<file path="src/rtl/id_hazard_ctrl_pkg.sv">
// Shared types for the ID-stage hazard controller: forwarding-source encoding,
// the tracked writer record and the small match/priority helpers.
package id_hazard_ctrl_pkg;

  localparam int SLOT_AW = 5;

  typedef enum logic [1:0] {
    FWD_RF  = 2'd0,
    FWD_EX  = 2'd1,
    FWD_MEM = 2'd2,
    FWD_WB  = 2'd3
  } fwd_t;

  typedef struct packed {
    logic               valid;
    logic               we;
    logic [SLOT_AW-1:0] waddr;
    logic               is_load;
  } slot_t;

  localparam slot_t SLOT_IDLE = '{valid: 1'b0, we: 1'b0, waddr: {SLOT_AW{1'b0}}, is_load: 1'b0};

  // Load results only exist once the writer reaches WB, indexed by fwd_t.
  localparam logic [3:0] LOAD_FWD_OK = 4'b1000;

  function automatic logic slot_match(input slot_t s, input logic [SLOT_AW-1:0] raddr,
                                      input logic port_used);
    return s.valid & s.we & (s.waddr != {SLOT_AW{1'b0}}) & (s.waddr == raddr) & port_used;
  endfunction

  function automatic fwd_t pick_src(input logic hit_ex, input logic hit_mem, input logic hit_wb);
    fwd_t sel;
    if (hit_ex) begin
      sel = FWD_EX;
    end else if (hit_mem) begin
      sel = FWD_MEM;
    end else if (hit_wb) begin
      sel = FWD_WB;
    end else begin
      sel = FWD_RF;
    end
    return sel;
  endfunction

  function automatic logic load_block(input fwd_t sel, input slot_t ex, input slot_t mem,
                                      input slot_t wb);
    logic src_is_load;
    case (sel)
      FWD_EX:  src_is_load = ex.is_load;
      FWD_MEM: src_is_load = mem.is_load;
      FWD_WB:  src_is_load = wb.is_load;
      default: src_is_load = 1'b0;
    endcase
    return src_is_load & ~LOAD_FWD_OK[sel];
  endfunction

endpackage

</file>
<file path="src/rtl/id_hazard_ctrl_slot.sv">
// One tracked pipeline slot: loads from upstream, drops valid on outflow, else holds.
module hazard_slot
  import id_hazard_ctrl_pkg::*;
(
  input  logic  clk,
  input  logic  reset,
  input  logic  load,
  input  logic  clear,
  input  slot_t din,
  output slot_t q
);

  slot_t slot_r;

  // Slot register; an upstream load wins over a same-cycle outflow.
  always_ff @(posedge clk or posedge reset) begin
    if (reset) begin
      slot_r <= SLOT_IDLE;
    end else if (load) begin
      slot_r <= din;
    end else if (clear) begin
      slot_r.valid <= 1'b0;
    end else begin
      slot_r <= slot_r;
    end
  end

  assign q = slot_r;

endmodule

</file>
<file path="src/rtl/id_hazard_ctrl.sv">
// ID-stage interlock and forwarding controller: tracks EX/MEM/WB writers, stalls on
// load-use and picks the youngest forwarding source for both read ports.
module id_hazard_ctrl
  import id_hazard_ctrl_pkg::*;
#(
  parameter int REG_AW = 5,
  parameter int CNT_W  = 32
) (
  input  logic              clk,
  input  logic              reset,
  input  logic              ds_valid,
  input  logic [REG_AW-1:0] ds_raddr1,
  input  logic [REG_AW-1:0] ds_raddr2,
  input  logic              ds_use1,
  input  logic              ds_use2,
  input  logic              ds_rf_we,
  input  logic [REG_AW-1:0] ds_rf_waddr,
  input  logic              ds_is_load,
  input  logic              ds_to_es_fire,
  input  logic              es_to_ms_fire,
  input  logic              ms_to_ws_fire,
  input  logic              ws_retire,
  input  logic              cnt_clr,
  output logic              stall,
  output logic [1:0]        fwd_sel1,
  output logic [1:0]        fwd_sel2,
  output logic [CNT_W-1:0]  stall_cnt
);

  slot_t            ex_din_s;
  slot_t            ex_q_s;
  slot_t            mem_q_s;
  slot_t            wb_q_s;
  fwd_t             sel1_s;
  fwd_t             sel2_s;
  logic             stall_s;
  logic [CNT_W-1:0] stall_cnt_r;

  // Writes to r0 are tracked as non-writers so they never match a reader.
  always_comb begin
    ex_din_s         = SLOT_IDLE;
    ex_din_s.valid   = 1'b1;
    ex_din_s.we      = ds_rf_we & (ds_rf_waddr != {REG_AW{1'b0}});
    ex_din_s.waddr   = ds_rf_waddr;
    ex_din_s.is_load = ds_is_load;
  end

  hazard_slot u_ex_slot (
    .clk   (clk),
    .reset (reset),
    .load  (ds_to_es_fire),
    .clear (es_to_ms_fire),
    .din   (ex_din_s),
    .q     (ex_q_s)
  );

  hazard_slot u_mem_slot (
    .clk   (clk),
    .reset (reset),
    .load  (es_to_ms_fire),
    .clear (ms_to_ws_fire),
    .din   (ex_q_s),
    .q     (mem_q_s)
  );

  hazard_slot u_wb_slot (
    .clk   (clk),
    .reset (reset),
    .load  (ms_to_ws_fire),
    .clear (ws_retire),
    .din   (mem_q_s),
    .q     (wb_q_s)
  );

  // Youngest matching writer supplies each port; a load there that has not reached WB stalls ID.
  always_comb begin
    sel1_s = pick_src(slot_match(ex_q_s,  ds_raddr1, ds_use1),
                      slot_match(mem_q_s, ds_raddr1, ds_use1),
                      slot_match(wb_q_s,  ds_raddr1, ds_use1));
    sel2_s = pick_src(slot_match(ex_q_s,  ds_raddr2, ds_use2),
                      slot_match(mem_q_s, ds_raddr2, ds_use2),
                      slot_match(wb_q_s,  ds_raddr2, ds_use2));
    if (ds_valid) begin
      stall_s = load_block(sel1_s, ex_q_s, mem_q_s, wb_q_s) |
                load_block(sel2_s, ex_q_s, mem_q_s, wb_q_s);
    end else begin
      stall_s = 1'b0;
    end
  end

  // Saturating stall-cycle counter; clear beats increment.
  always_ff @(posedge clk or posedge reset) begin
    if (reset) begin
      stall_cnt_r <= {CNT_W{1'b0}};
    end else if (cnt_clr) begin
      stall_cnt_r <= {CNT_W{1'b0}};
    end else if (stall_s && (stall_cnt_r != {CNT_W{1'b1}})) begin
      stall_cnt_r <= stall_cnt_r + {{(CNT_W-1){1'b0}}, 1'b1};
    end else begin
      stall_cnt_r <= stall_cnt_r;
    end
  end

  assign stall     = stall_s;
  assign fwd_sel1  = sel1_s;
  assign fwd_sel2  = sel2_s;
  assign stall_cnt = stall_cnt_r;

endmodule

</file>
<file path="config.mk">
export PLATFORM = sky130hd
export DESIGN_NAME = id_hazard_ctrl
export DESIGN_NICKNAME = d
export VERILOG_FILES = /design/src/rtl/id_hazard_ctrl_pkg.sv /design/src/rtl/id_hazard_ctrl_slot.sv /design/src/rtl/id_hazard_ctrl.sv
export SDC_FILE = /design/constraint.sdc
export NUM_CORES = 1
export LEC_CHECK = 0
export CORE_ASPECT_RATIO = 1.2
export CORE_MARGIN = 2
export CORE_UTILIZATION = 52
export DETAILED_ROUTE_END_ITERATION = 16
export PLACE_DENSITY = 0.81
export RECOVER_POWER = 50
export REMOVE_ABC_BUFFERS = 1
export SKIP_LAST_GASP = 1
export SYNTH_ARGS = -nofsm -noshare
export SYNTH_HDL_FRONTEND = slang
export SYNTH_SLANG_ARGS = --single-unit
</file>
<file path="constraint.sdc">
create_clock -name clk -period 3.6 [get_ports clk]
set_input_delay 0.72 -clock clk [delete_from_list [all_inputs] [get_ports clk]]
set_output_delay 0.72 -clock clk [all_outputs]
set_load 0.005 [all_outputs]
</file>
# ---- After elaboration in Yosys (flattened, before gate mapping)
# Index checks and enable logic that the tools add are counted.
dict set report classes {
  add_sub_neg 1
  magnitude_cmp 2
  n_eq_ne 13
  mux 23
  bitwise 24
  reduce_logical 9
}
# cell count
set op_table {}
lappend op_table {{32-bit 2-to-1 mux} 2}
lappend op_table {{32-bit by 1-bit adder with 32-bit output (second input constant)} 1}
lappend op_table {{32-bit != test (second input constant)} 1}
lappend op_table {{5-bit equality test} 6}
lappend op_table {{8-bit 2-to-1 mux} 3}
lappend op_table {{1-bit bitwise AND} 21}
lappend op_table {{5-bit nonzero test} 4}
lappend op_table {{2-bit 2-to-1 mux} 6}
lappend op_table {{2-bit equality test (second input constant)} 4}
lappend op_table {{1-bit 2-to-1 mux} 8}
lappend op_table {{2-bit nonzero test} 4}
lappend op_table {{2-bit by 3-bit < comparator with 1-bit output (second input constant)} 2}
lappend op_table {{1-bit one-hot mux with 3 select lines} 2}
lappend op_table {{1-bit binary-select mux with 2-bit select} 2}
lappend op_table {{2-bit by 1-bit equality test with 1-bit output (second input constant)} 2}
lappend op_table {{1-bit NOT} 2}
lappend op_table {{1-bit logical AND} 1}
lappend op_table {{1-bit OR} 1}
dict set report word_totals {
  ff_bits 56
  in_bits 27
  out_inout_bits 37
  elab_cells 85
}

# ---- Longest topological paths before layout
# Gate-level depths: netlist of the first run.
dict set report depth {
  word_depth 16
  mapped_depth 9
  depth_no_buf 8
}

# ---- By module
# A second synthesis of the first run with hierarchy kept.
dict set report hier_totals {
  hier_cells 328
  area_unflattened_um2 3352.0
}
# mod instances cells_per_inst area_per_inst_um2 seq_area_each_um2
set by_module_without_submodules {}
lappend by_module_without_submodules {id_hazard_ctrl 1 271 2349.8 800.8}
lappend by_module_without_submodules {hazard_slot 3 19 334.1 200.2}

# ---- Least setup slack after synthesis of the first run
# OpenSTA, ideal clock, no wires.
dict set report synth_timing {
  kind {input to output}
  start {input port ds_raddr2[2]}
  end {output port stall}
  t_arrival_ns 1.984
  required_time_ns 2.880
  slack_ns 0.896
  stages 7
  n_path_buf 1
  cell_sequence {xnor2_1 > nand4_1 > nor3_1 > o22ai_2 > a21oi_2 > clkbuf_1 > nor2_1}
}
dict set report synth_between {
  elab_chain_len 12
  word_cells_on_any_way 23
  cone_classes {eq/ne: 6; mux: 8; bitwise: 9}
}
# element line_no
set synth_rtl {}
lappend synth_rtl {{start: declaration} id_hazard_ctrl.sv:13} ;# input logic [REG_AW-1:0] ds_raddr2,
lappend synth_rtl {{5-bit equality test} id_hazard_ctrl_pkg.sv:28} ;# return s.valid & s.we & (s.waddr != {SLOT_AW{1'b0}}) & (s.waddr == raddr) & port_used;
lappend synth_rtl {{1-bit bitwise AND (2 in a row)} id_hazard_ctrl_pkg.sv:28}
lappend synth_rtl {{2-bit 2-to-1 mux} id_hazard_ctrl_pkg.sv:37} ;# end else if (hit_wb) begin
lappend synth_rtl {{2-bit 2-to-1 mux} id_hazard_ctrl_pkg.sv:35} ;# end else if (hit_mem) begin
lappend synth_rtl {{2-bit 2-to-1 mux (*)} id_hazard_ctrl_pkg.sv:33} ;# if (hit_ex) begin
lappend synth_rtl {{2-bit equality test, or another cell as far along} id_hazard_ctrl_pkg.sv:48} ;# case (sel)
lappend synth_rtl {{1-bit one-hot mux with 3 select lines or 1-bit 2-to-1 mux (tied branches)} {id_hazard_ctrl_pkg.sv:48, id_hazard_ctrl_pkg.sv:54}}
lappend synth_rtl {{1-bit 2-to-1 mux or 1-bit NOT (tied branches)} {id_hazard_ctrl.sv:83, id_hazard_ctrl_pkg.sv:54}}
lappend synth_rtl {{1-bit bitwise AND (*)} id_hazard_ctrl_pkg.sv:54} ;# return src_is_load & ~LOAD_FWD_OK[sel];
lappend synth_rtl {{1-bit OR (*)} id_hazard_ctrl.sv:84} ;# stall_s = load_block(sel1_s, ex_q_s, mem_q_s, wb_q_s) |
lappend synth_rtl {{1-bit 2-to-1 mux (*)} id_hazard_ctrl.sv:83} ;# if (ds_valid) begin
lappend synth_rtl {{end: declaration} id_hazard_ctrl.sv:24} ;# output logic stall,
# Every way passes the cells marked *; elsewhere a longest branch is shown, timed or not. The select of a mux whose other input is x is not followed.

# ---- Final worst setup path of the first run
dict set report layout_timing {
  start {input port ds_raddr1[0]}
  end {output port fwd_sel1[1]}
}
dict set report layout_between {
  elab_chain_len 6
  word_cells_on_any_way 12
  cone_classes {eq/ne: 3; mux: 3; bitwise: 6}
}
# element line_no
set layout_rtl {}
lappend layout_rtl {{start: declaration} id_hazard_ctrl.sv:12} ;# input logic [REG_AW-1:0] ds_raddr1,
lappend layout_rtl {{5-bit equality test} id_hazard_ctrl_pkg.sv:28}
lappend layout_rtl {{1-bit bitwise AND (2 in a row)} id_hazard_ctrl_pkg.sv:28}
lappend layout_rtl {{2-bit 2-to-1 mux} id_hazard_ctrl_pkg.sv:37}
lappend layout_rtl {{2-bit 2-to-1 mux} id_hazard_ctrl_pkg.sv:35}
lappend layout_rtl {{2-bit 2-to-1 mux (*)} id_hazard_ctrl_pkg.sv:33}
lappend layout_rtl {{end: declaration} id_hazard_ctrl.sv:25} ;# output logic [1:0] fwd_sel1,
# Every way passes the cells marked *; elsewhere a longest branch is shown, timed or not.

==> results.md, run 1 <==
| Stage | Metric | Reported |
|---|---|---|
| logic synthesis | Post-synthesis cell type count | 42 |
| drt | Routed wire length | 7.56 mm |
| timing | Final count of hold timing violations | 0 |
| power | Sw Pwr | 0.337 mW |
| power | Clock network power share | 0.276 |
| timing | Total negative slack | 0 ns |
| clock tree | Clock tree from TritonCTS | done |
| timing | RSZ-0062 raised after global routing | false |
| power | Peak supply drop | 0.250 mV |
| logic synthesis | Cell count after synthesis | 317 |
| grt | Pin count of the biggest net entering global routing | 47 |
| die | Initial cell density of the core | 0.545 |
| power | Static Leak | 1.61 nW |
| final layout | # nets final | 414 |
| logic synthesis | Synthesized area per cell | 9.88 sq um |
| final layout | Number of inserted diodes | 0 |
| critical path | Arrival time of data at the critical path endpoint | 2.81 ns |
| logic synthesis | Area share of the leading cell type in the synthesized netlist | 0.439 |
| grt | Global routing usage summed across all routing layers | 0.240 |
| timing | Final worst clock skew | 0.00798 ns |
| drt | Routed wire length per instance | 16.2 um |
| logic synthesis | Part of the Yosys area used for sequential elements | 0.439 |
| logic synthesis | Top cells by count, synth | 55 x dfrtp_1, 32 x nor2_1, 26 x mux2_2 |
| die | Standard-cell rows | 30 |
| timing | Number of failing setup endpoints in the final timing report | 0 |
| critical path | Largest fanout on the critical path | 3 |
| power | Total power | 1.22 mW |
| logic synthesis | Most area-consuming cells after synthesis | dfrtp_1 44%, mux2_2 9.3%, xnor2_1 6.4% |
| timing | Worst Slack Setup Final | 0.0735 ns |
| clock tree | Clock Root Buffer | clkbuf_8 |
| final layout | Share of final-layout standard cells stronger than drive strength 1 | 0.140 |
| drt | Number of vias per cell | 5.73 |
| logic synthesis | FF+latch count, synth | 55 |
| logic synthesis | Xor and xnor area share after synthesis | 0.112 |
| logic synthesis | Leading cell type by number of instances after synthesis | dfrtp_1 |
| min path | Tightest Hold Check Type | flip-flop to flip-flop |
| drt | Count of TritonRoute iterations in the first routing pass | 5 |
| job | Number of maximum-capacitance constraint violations | 0 |
| logic synthesis | Proportion of register bits with asynchronous set or reset after synthesis | 1.00 |
| placed design | Setup slack after placement | -0.0184 ns |
| clock tree | Number of sinks driven by the clock tree | 55 |
| critical path | Critical path endpoint category | primary output |
| die | Boundary Pins | 64 |
| grt | Vias in the first global route | 2609 |
| die | Height of the die | 89.0 um |
| timing | Final period util | 0.980 |
| drt | DRC violation total after the first TritonRoute iteration | 111 |
| placed design | Port Buffers | 63 |
| power | Cell internal pwr | 0.887 mW |
| grt | GRT overflow | 0 |
| logic synthesis | Largest family of logic cells by synthesized area | simple AND/OR/NAND/NOR gates |
| critical path | Reg-to-reg slack, setup | 0.65 ns |
| drt | Total vias in the final route | 2674 |
| logic synthesis | Largest area contributor in the synthesized netlist | dfrtp_1 |
| critical path | Startpoint kind of the worst setup timing path | input port |
| critical path | Data required time of the worst path | 2.88 ns |
| clock tree | TritonCTS buffer count | 5 |
| critical path | Crit Path Category | input port to primary output |
| logic synthesis | Number of flops mapped to enable cells by yosys | 0 |
| drt | Remaining design rule violation count | 0 |
| timing | Max-slew headroom | 0.0318 |
| clock tree | Maximum number of buffers from clock root to sink | 2 |
| placed design | GP Congestion | 1.00 |
| logic synthesis | Arithmetic-cell share of the synthesized area counting full adders, half adders and majority gates | 0.00400 |
| die | Area of the die | 6660 sq um |
| logic synthesis | Mux share of post-synthesis cell area | 0.100 |
| power | Combinational power share | 0.147 |
| placed design | Placement Cell Area | 3890 sq um |
| clock tree | Insertion delay of the later-clocked pin in the worst-skew pair | 0.31 ns |
| logic synthesis | Warnings, synthesis | 0 |
| power | Power density over the cells | 307 nW/um^2 |
| die | Core region area | 5740 sq um |
| logic synthesis | Area share of and/or/nand/nor cells after synthesis | 0.227 |
| grt | Initial antenna violation count | 0 |
| final layout | Area growth from synthesis to final layout | 27.4% |
| timing | Max-slew violation count | 0 |
| drt | Antenna-violating nets left | 0 |
| timing | Post-Route Hold Slack | 0.532 ns |
| timing | Highest Clock Rate | 284 MHz |
| final layout | Finished Cell Area | 3990 sq um |
| timing | Minimum period implied by the final worst setup slack | 3.53 ns |
| logic synthesis | Share of the synthesized area in compound gates (AO/OA/AOI/OAI) | 0.0879 |
| placed design | Placed wire-length estimate after detailed placement | 5.69 mm |
| power | Fraction of power spent switching nets | 0.275 |
| clock tree | Max H-tree Level | 2 |
| clock tree | Clock transition at the registers of the reported paths | 0.10 ns |
| status | Result of the run | finished clean |
| grt | Wire length of the first global-routing pass | 12.2 mm |
| timing | Worst-Margin Slew | 1.45 ns |
| logic synthesis | Netlist Area Pre-Place | 3130 sq um |
| power | Sequential fraction of design power | 0.577 |
| die | Chip width | 74.8 um |
| logic synthesis | Synth Flop Type | dfrtp_1 |
## power groups by stage
stage | clock network, mW | logic, mW | registers [mW]
2_1_floorplan | 0 | 0.109 | 0.699
3_3_place_gp | 0 | 0.177 | 0.718
3_5_place_dp | 0 | 0.180 | 0.718
4_1_cts | 0.354 | 0.181 | 0.706
5_1_grt | 0.375 | 0.197 | 0.711
6_report | 0.339 | 0.180 | 0.706
## stage by stage
stage / std cells / util
2_1_floorplan: 305 / -
3_3_place_gp: 458 / 0.677
3_5_place_dp: 458 / 0.677
4_1_cts: 466 / 0.693
5_1_grt: 467 / 0.695
6_report: 467 / 0.695
## critical path: stages
cell and delay, ns:
clkdlybuf4s50_1 0.48, xor2_1 0.21, nor4_2 0.33, nand4_1 0.21
buf_4 0.18, a21oi_1 0.14, clkdlybuf4s50_1 0.52
## sequential cells by signal (all words and copies together), names as in the netlist
register      count
u_wb_slot.q       7
u_mem_slot.q      8
u_ex_slot.q       8
stall_cnt        32
## layout make-up
cell class / count / area [sq um]
fill: 447 / 1750
timing repair buffer: 74 / 711
sequential: 55 / 1380
clock buffer: 5 / 68.8
clock inverter: 3 / 20.0
tap: 80 / 100
multi-input combinational: 238 / 1670
inverter: 12 / 45.0
## final timing paths
| kind | start | end | depth (start not counted) |
|---|---|---|---|
| max | ds_raddr1[0] | fwd_sel1[1] | 7 |
| min | u_wb_slot.q[6] | u_wb_slot.q[6] | 1 |
| max reg2reg | u_ex_slot.q[2] | stall_cnt[30] | 10 |
| min reg2reg | u_wb_slot.q[6] | u_wb_slot.q[6] | 1 |
| max in group asynchronous | reset | u_ex_slot.q[3] | 3 |
| min in group asynchronous | reset | u_mem_slot.q[7] | 2 |
## timing repair
item                                    4_1_cts  5_1_grt
endpoints found under the setup margin        0        1
resized for setup                             0        3
setup buffers                                 0        1
hold buffers                                  0        0
## layout by cell type (no fill, tap or decap), types with 3 or more instances in the layout
cell             Yosys  final
or4_1                5      5
nand2_1              8      8
o21ai_0              8      8
xor2_1              17     17
o31ai_1              3      3
mux2_2              26     26
and2_1               5      5
nor3_1               8      8
clkbuf_8             0      5
dlygate4sd3_1        0      4
a31o_2               4      4
nand2b_1             9      9
dfrtp_1             55     55
or3_1                8      8
nand4_1             14     14
buf_4                0      9
a21oi_1             12     12
clkdlybuf4s50_1      0     57
nor4_1               7      6
inv_1               12     12
nor2b_1              7      7
xnor2_1             23     23
nor2_1              32     32
and3_1               6      6
nand3_1             12     12
## routing by layer
metal / vias up / wire length, um / track usage
li1: 1260 / - / -
met1: 1294 / 3080 / 0.291
met2: 100 / 3910 / 0.426
met3: 20 / 368 / 0.0417
met4: 0 / 211 / 0.0828
met5: - / 0 / 0
## kinds of logic (layout without fill, tap and decap cells)
family | count (synthesis) | after routing
simple gates | 129 | 129
flops | 55 | 55
compound gates | 40 | 40
xor+xnor | 40 | 40
mux | 28 | 28
buf+inv | 24 | 94
fa+ha+maj | 1 | 1
Power figures use the tool's default switching activity.
==> run 2: changes to the inputs <==
- CAP_MARGIN: default -> 40
==> results of run 2 <==
Same layout as run 1: the final DEF is identical, and so are final timing and power.
==> run 3: changes to the inputs <==
- SETUP_SLACK_MARGIN: default -> 0.3
==> results.md, run 3 (synthesized netlist as in run 1, its figures left out) <==
| Stage | Metric | Reported |
|---|---|---|
| clock tree | Max H-tree Level | 2 |
| job | Number of maximum-capacitance constraint violations | 0 |
| timing | Max-slew headroom | 0.0282 |
| grt | Global routing usage summed across all routing layers | 0.243 |
| timing | Highest Clock Rate | 312 MHz |
| timing | Final period util | 0.891 |
| min path | Number of cells on the worst hold path | 1 |
| timing | RSZ-0062 raised after global routing | false |
| grt | GRT overflow | 0 |
| timing | Final worst clock skew | 0.00795 ns |
| grt | Initial antenna violation count | 0 |
| die | Initial cell density of the core | 0.545 |
| min path | Hold_sp | u_wb_slot.q[6] |
| critical path | Number of cells traversed by the worst register-to-register path | 10 |
| clock tree | Number of sinks driven by the clock tree | 55 |
| final layout | Final core utilization | 0.697 |
| critical path | End of the worst register-to-register path | stall_cnt[30] |
| critical path | Reg-to-reg slack, setup | 0.62 ns |
| power | Peak supply drop | 0.250 mV |
| min path | Worst hold path endpoint | u_wb_slot.q[6] |
| die | Boundary Pins | 64 |
| critical path | Startpoint of the worst register-to-register path | u_ex_slot.q[2] |
| drt | Routed wire length per instance | 16.3 um |
| status | Result of the run | finished clean |
| drt | Remaining design rule violation count | 0 |
| placed design | Cell count after placement | 458 |
| timing | Final count of hold timing violations | 0 |
| critical path | Data required time of the worst path | 2.88 ns |
| die | Area of the die | 6660 sq um |
| critical path | Critical path endpoint category | primary output |
| grt | Vias in the first global route | 2618 |
| die | Chip width | 74.8 um |
| critical path | Arrival time of data at the critical path endpoint | 2.49 ns |
| grt | Pin count of the biggest net entering global routing | 47 |
| drt | Count of TritonRoute iterations in the first routing pass | 4 |
| final layout | Leading cell type in the layout, fill and taps excluded | dfrtp_1 |
| placed design | GP Congestion | 1.00 |
| critical path | Cell with the largest stage delay on the worst path | clkdlybuf4s50_1 |
| clock tree | Clock transition at the registers of the reported paths | 0.10 ns |
| die | Standard-cell rows | 30 |
| critical path | Sequence of cells on the critical path | dlygate4sd2_1 > xor2_1 > nor4_1 > nand4_1 > buf_4 > a21oi_1 > clkdlybuf4s50_1 |
| clock tree | CTS Hold Buffers Added | 0 |
| timing | Post-Route Hold Slack | 0.534 ns |
| drt | Total vias in the final route | 2665 |
| clock tree | Insertion delay of the later-clocked pin in the worst-skew pair | 0.31 ns |
| grt | Wire length of the first global-routing pass | 12.3 mm |
| clock tree | TritonCTS buffer count | 5 |
| power | Static Leak | 1.62 nW |
| critical path | Largest stage delay, worst path | 0.52 ns |
| final layout | Number of inserted diodes | 0 |
| final layout | Area growth from synthesis to final layout | 27.8% |
| final layout | Share of final-layout standard cells stronger than drive strength 1 | 0.146 |
| critical path | Worst path top cell family by delay | buffers and inverters |
| final layout | Most frequent cells in the layout | 55 x dfrtp_1, 48 x clkdlybuf4s50_1, 32 x nor2_1 |
| critical path | Largest fanout on the critical path | 3 |
| power | Power density over the cells | 306 nW/um^2 |
| final layout | Largest register FFs | 32 |
| die | Core region area | 5740 sq um |
| timing | Max-slew violation count | 0 |
| timing | Minimum period implied by the final worst setup slack | 3.21 ns |
| die | Height of the die | 89.0 um |
| clock tree | Clock Root Buffer | clkbuf_8 |
| min path | Tightest Hold Check Type | flip-flop to flip-flop |
| final layout | # nets final | 417 |
| drt | DRC violation total after the first TritonRoute iteration | 122 |
| placed design | Placed wire-length estimate after detailed placement | 5.69 mm |
| clock tree | Clock tree from TritonCTS | done |
| timing | Number of failing setup endpoints in the final timing report | 0 |
| clock tree | Maximum number of buffers from clock root to sink | 2 |
| drt | Routed wire length | 7.67 mm |
| drt | Number of vias per cell | 5.67 |
| critical path | Crit Path Category | input port to primary output |
| critical path | Startpoint kind of the worst setup timing path | input port |
| placed design | Port Buffers | 63 |
| critical path | Buf+Inv Stages, Crit Path | 3 |
| drt | Antenna-violating nets left | 0 |
| timing | Worst-Margin Slew | 1.46 ns |
| final layout | Final cell count without fillers | 470 |
[run 3: metal layers]
metal,wire length (um),GRT usage
met1,3100,0.296
met2,3940,0.430
met3,413,0.0417
met4,205,0.0828
met5,0,0
[run 3: how the worst max path moves through the flow]
| stage | cells past startpoint | endpoint | slack, ns | startpoint |
|---|---|---|---|---|
| 2_1_floorplan | 8 | stall_cnt[15] | 0.51 | ds_raddr1[2] |
| 5_1_grt | 7 | fwd_sel2[1] | 0.29 | ds_raddr2[0] |
| 6_report | 7 | fwd_sel2[1] | 0.39 | ds_raddr2[0] |
| 3_5_place_dp | 10 | stall_cnt[26] | -0.02 | ds_raddr1[2] |
| 3_3_place_gp | 10 | stall_cnt[28] | 0.07 | ds_raddr1[2] |
| 4_1_cts | 7 | fwd_sel1[0] | 0.36 | ds_raddr1[4] |
[run 3: repair_timing]
item | 4_1_cts | 5_1_grt
setup endpoints to repair | 6 | 3
gates resized for setup | 12 | 1
pin swaps | 7 | 6
setup buffers | 2 | 2
[run 3: per-stage QoR]
| stage | power [mW] | setup WS [ns] | setup TNS, ns | area [sq um] |
|---|---|---|---|---|
| floorplan | 0.808 | 0.512 | 0 | 3080 |
| global placement | 0.895 | 0.0707 | 0 | 3890 |
| detailed placement | 0.898 | -0.0184 | -0.0228 | 3890 |
| CTS | 1.24 | 0.355 | 0 | 3990 |
| global route | 1.28 | 0.291 | 0 | 4000 |
| finish | 1.22 | 0.394 | 0 | 4000 |
[run 3: cell type report]
cell class / count / area (sq um)
sequential: 55 / 1380
fill: 447 / 1740
clock inverter: 3 / 20.0
timing repair buffer: 77 / 718
inverter: 12 / 45.0
clock buffer: 5 / 68.8
multi-input combinational: 238 / 1680
tap: 80 / 100
[run 3: power by group]
group	internal, mW	total (mW)	switching, mW
clock	0.136	0.340	0.204
sequential	0.653	0.707	0.0545
combinational	0.0955	0.177	0.0819
total	0.884	1.22	0.340
